File: src/rtl/ff_bank_pkg.sv
// Shared encodings for the universal flip-flop bank: mode select and JK/SR input pairs.
package ff_bank_pkg;
    localparam logic [2:0] MODE_HOLD  = 3'd0;
    localparam logic [2:0] MODE_DFF   = 3'd1;
    localparam logic [2:0] MODE_TFF   = 3'd2;
    localparam logic [2:0] MODE_JK    = 3'd3;
    localparam logic [2:0] MODE_SR    = 3'd4;
    localparam logic [2:0] MODE_UP    = 3'd5;
    localparam logic [2:0] MODE_DOWN  = 3'd6;
    localparam logic [2:0] MODE_MLOAD = 3'd7;

    // {j,k} pairs
    localparam logic [1:0] JK_HOLD = 2'b00;
    localparam logic [1:0] JK_CLR  = 2'b01;
    localparam logic [1:0] JK_SET  = 2'b10;
    localparam logic [1:0] JK_TOG  = 2'b11;

    // {s,r} pairs; SR_ILL holds the bit and raises err
    localparam logic [1:0] SR_HOLD = 2'b00;
    localparam logic [1:0] SR_CLR  = 2'b01;
    localparam logic [1:0] SR_SET  = 2'b10;
    localparam logic [1:0] SR_ILL  = 2'b11;
endpackage

File: src/rtl/ff_cell.sv
// One bit of the bank: D/T/JK/SR/masked-load flop, or a T stage of the counter chain.
module ff_cell
    import ff_bank_pkg::*;
#(
    parameter logic RST_BIT = 1'b0
) (
    input  logic       clk,
    input  logic       rst,
    input  logic       en,
    input  logic [2:0] mode,
    input  logic       a,
    input  logic       b,
    input  logic       t_chain,
    output logic       q
);
    logic d;

    always_comb begin
        d = q;
        case (mode)
            MODE_HOLD: d = q;
            MODE_DFF:  d = a;
            MODE_TFF:  d = q ^ a;
            MODE_JK: begin
                case ({a, b})
                    JK_HOLD: d = q;
                    JK_CLR:  d = 1'b0;
                    JK_SET:  d = 1'b1;
                    JK_TOG:  d = ~q;
                    default: d = q;
                endcase
            end
            MODE_SR: begin
                case ({a, b})
                    SR_CLR:  d = 1'b0;
                    SR_SET:  d = 1'b1;
                    default: d = q;
                endcase
            end
            MODE_UP, MODE_DOWN: d = q ^ t_chain;
            MODE_MLOAD: d = b ? a : q;
            default: d = q;
        endcase
    end

    always_ff @(posedge clk or posedge rst) begin
        if (rst)     q <= RST_BIT;
        else if (en) q <= d;
    end
endmodule

File: src/rtl/ff_bank_univ.sv
// Bank of WIDTH universal flip-flops with shared mode, counter carry chain, tc and err flags.
module ff_bank_univ
    import ff_bank_pkg::*;
#(
    parameter int               WIDTH   = 8,
    parameter logic [WIDTH-1:0] RST_VAL = '0
) (
    input  logic             clk,
    input  logic             rst,
    input  logic             en,
    input  logic [2:0]       mode,
    input  logic [WIDTH-1:0] a,
    input  logic [WIDTH-1:0] b,
    output logic [WIDTH-1:0] q,
    output logic [WIDTH-1:0] qn,
    output logic             tc,
    output logic             err
);
    logic [WIDTH-1:0] t_up, t_dn, t_chain;

    genvar i;
    generate
        for (i = 0; i < WIDTH; i++) begin : g_bit
            // bit i toggles once every lower bit is 1 (up) or 0 (down)
            if (i == 0) begin : g_lsb
                assign t_up[i] = 1'b1;
                assign t_dn[i] = 1'b1;
            end else begin : g_upper
                assign t_up[i] = &q[i-1:0];
                assign t_dn[i] = ~|q[i-1:0];
            end

            ff_cell #(.RST_BIT(RST_VAL[i])) u_cell (
                .clk     (clk),
                .rst     (rst),
                .en      (en),
                .mode    (mode),
                .a       (a[i]),
                .b       (b[i]),
                .t_chain (t_chain[i]),
                .q       (q[i])
            );
        end
    endgenerate

    assign t_chain = (mode == MODE_DOWN) ? t_dn : t_up;
    assign qn      = ~q;
    assign tc      = ~rst & en & (((mode == MODE_UP) & (&q)) | ((mode == MODE_DOWN) & ~|q));

    always_ff @(posedge clk or posedge rst) begin
        if (rst) err <= 1'b0;
        else     err <= en & (mode == MODE_SR) & (|(a & b));
    end
endmodule

File: config.mk
export PLATFORM = sky130hd
export DESIGN_NAME = ff_bank_univ
export DESIGN_NICKNAME = d
export VERILOG_FILES = /design/src/rtl/ff_bank_pkg.sv /design/src/rtl/ff_cell.sv /design/src/rtl/ff_bank_univ.sv
export SDC_FILE = /design/constraint.sdc
export NUM_CORES = 1
export LEC_CHECK = 0
export BUFFER_PORTS_ARGS = -buffer_cell sky130_fd_sc_hd__buf_4
export CORE_UTILIZATION = 57
export DETAILED_ROUTE_END_ITERATION = 8
export PLACE_DENSITY = 0.89
export SLEW_MARGIN = 20
export SYNTH_ARGS = -nofsm -noshare
export SYNTH_HDL_FRONTEND = slang
export SYNTH_SLANG_ARGS = --single-unit
export TNS_END_PERCENT = 20
File: constraint.sdc
create_clock -name clk -period 3.4 [get_ports clk]
set_input_delay 0.34 -clock clk [delete_from_list [all_inputs] [get_ports clk]]
set_output_delay 0.34 -clock clk [all_outputs]
set_load 0.02 [all_outputs]
==> impl_metrics.yaml <==
drt:
  ant_nets: 0
  via_per_inst: 6.79
  drt_iter0_drc: 99
  dr.pass1.iters: 5
  drcViolationCount: 0
  routed-via-count: 1712
  wl_um: 4320
  wl_per_cell_um: 17.1
timing:
  hold_violations: 0
  rsz0062_at_grt: "no"
  fin_skew_ns: 0.00432
  worst_pin_slew_ns: 0.507
  timing.hold.ws_ns: 0.0648
  finalSetupTns_ns: 0
  setup_violations: 0
  max_slew_margin_pct: 66.2
  finalCriticalPeriod_ns: 2.34
  max_clock_freq_ghz: 0.427
  maxSlewViolCount: 0
  period_share_pct: 68.9
global_routing:
  antenna_found_initial: 0
  first_global_vias: 1479
  grt_usage_pct: 33.7
  grt_overflow: 0
  grt_pass1_wl_um: 6880
  grt_max_degree: 44
placement:
  gp_congestion: 0.922
  portBuffers: 39
  hpwlAfterDp_um: 3100
  placedCellCount: 248
min_path:
  min_path_type: "primary input to asynchronous set/reset pin"
clock_network:
  clock_latency_ns: 0.28
  cts_sinks: 9
  cts_max_level: 1
  numCtsBuffers: 3
  clockBufferDepth: 2
  cts.hold.buffers_added: 0
  cts_resized: 0
  cts_tree: "yes"
  ctsRootBufferMaster: "clkbuf_4"
  path_clk_slew_ns: 0.08
  postCtsSetupRepairBufs: 0
outcome:
  outcome: "completed"
finish:
  antenna_cells: 0
  drive_gt1_share_pct: 22.3
  fin_nets: 247
  syn2layout_area_growth_pct: 15.2
  layout.cells.non_filler: 252
power_and_ir_drop:
  p_per_area_nw_per_um2: 377
  vdd_ir_drop_max_mv: 0.332
  power_leakage_nw: 0.711
  power_mw: 0.635
setup_path:
  crit_chain: "or3_4 -> nor4_4 -> mux2_2 -> and3_1 -> buf_4"
  regToRegSetupSlack_ns: 1.35
  startpoint_type: "register"
  cp_slowest_cell: "dfrtp_1"
  crit_required_ns: 3.06
  cp_data_arrival_time_ns: 2.00
  crit_buf_inv: 1
  critical_path_class: "register to primary output"
  critPathMaxStageDelay_ns: 0.50
  crit_path_max_fanout: 10
  cpLargestDelayFamily: "simple AND/OR/NAND/NOR gates"
  end_kind: "primary output"
die:
  core.rowCount: 17
  core_um2: 2320
  die_w_um: 52.6
  floorplan.initialDensity_pct: 63.0
  io_pins: 40
  dieArea_um2: 2770
  die_y_um: 52.6
logic_synthesis:
  syn_nets: 226
  synth_area_um2: 1460
  yosys_warnings: 0
  ys_ff_latch: 9
  ys_top_cells_by_area: "dfrtp_1, a21boi_0, a21oi_1"
  yosysTopAreaCell: "dfrtp_1"
  avgSynthCellArea_um2: 7.16
  synth_cell_types: 57
  yosys-top-cells-count: "a21oi_1, nand2_1, o21ai_0"
  synthCells: 204
  synth-edff-count: 0
  synthArstFlopShare_pct: 100
  yosysSeqAreaShare_pct: 15.4
  synth_ff_type: "dfrtp_1"
  synth_top_area_share_pct: 15.4
flow_run:
  drv_cap: 0
[worst paths after layout]
kind                                               startpoint                            end  depth (start not counted)
min in group clk                                         a[0]  g_bit[0].u_cell.q$_DFFE_PP0P_                          3
worst max register to register  g_bit[1].u_cell.q$_DFFE_PP0P_  g_bit[4].u_cell.q$_DFFE_PP0P_                          5
worst min-delay path                                      rst  g_bit[2].u_cell.q$_DFFE_PP0P_                          2
worst min register to register  g_bit[7].u_cell.q$_DFFE_PP0P_  g_bit[7].u_cell.q$_DFFE_PP0P_                          2
worst max-delay path            g_bit[1].u_cell.q$_DFFE_PP0P_                             tc                          5
max in group asynchronous                                 rst  g_bit[3].u_cell.q$_DFFE_PP0P_                          2
[per-layer routing]
layer | routed length, µm | global-route usage (%) | vias to the layer above
met2 | 2080 | 55.1 | 108
met4 | 84 | 12.3 | 0
met1 | 1790 | 44.9 | 780
met5 | 0 | 0 | -
li1 | - | - | 812
met3 | 359 | 4.06 | 12
[flip-flops by register name, indices dropped and copies added, names as in the netlist]
name / flops
g_bit.u_cell.q: 8
err: 1
[cell type report]
class                   instances  area [µm²]
well taps                      28        35.0
multi-input cells             159        1060
inverters                      13        48.8
fillers                       191         634
flip-flops and latches          9         225
repair buffers                 39         293
clock buffers                   4        26.3
[cells by family (layout without fill, tap and decap cells)]
| group | count (synthesis) | after routing | share of synthesized area (%) |
|---|---|---|---|
| AO/OA/AOI/OAI | 82 | 82 | 38.9 |
| AND/OR/NAND/NOR | 71 | 71 | 29.3 |
| buffers and inverters | 36 | 56 | 12.3 |
| flip-flops | 9 | 9 | 15.4 |
| multiplexers | 4 | 4 | 2.91 |
| XOR/XNOR | 2 | 2 | 1.20 |
[metrics by stage]
| stage | utilization, % | setup slack, ns | cell area (µm²) |
|---|---|---|---|
| floorplan | - | 1.45 | 1460 |
| global placement | 71.5 | 1.24 | 1660 |
| detailed placement | 71.5 | 1.19 | 1660 |
| CTS | 72.6 | 1.07 | 1680 |
| global route | 72.6 | 0.992 | 1680 |
| finish | 72.6 | 1.06 | 1680 |
[placed cells by master, fill, tap and decap left out, types with 3 or more instances in the layout]
cell	synthesis	routed
nor3_1	3	3
buf_4	8	39
a31oi_1	3	3
nand2_1	15	15
nor2b_1	6	6
a22o_1	5	5
nand4_1	3	3
a21boi_0	10	10
nand3b_1	3	3
nand2b_1	4	4
o22ai_1	5	5
o21ai_0	15	15
o221ai_1	6	6
nor2_1	9	9
dfrtp_1	9	9
clkbuf_4	0	3
nand3_1	6	6
o22a_1	4	4
a21oi_1	15	15
inv_1	13	13
[power breakdown]
group          switching, mW  internal [mW]  total [mW]  leakage, nW
Combinational          0.203          0.155       0.359        0.585
Sequential            0.0498          0.129       0.179        0.112
Clock                 0.0518         0.0456      0.0973       0.0150
(Power assumes the default switching activity.)
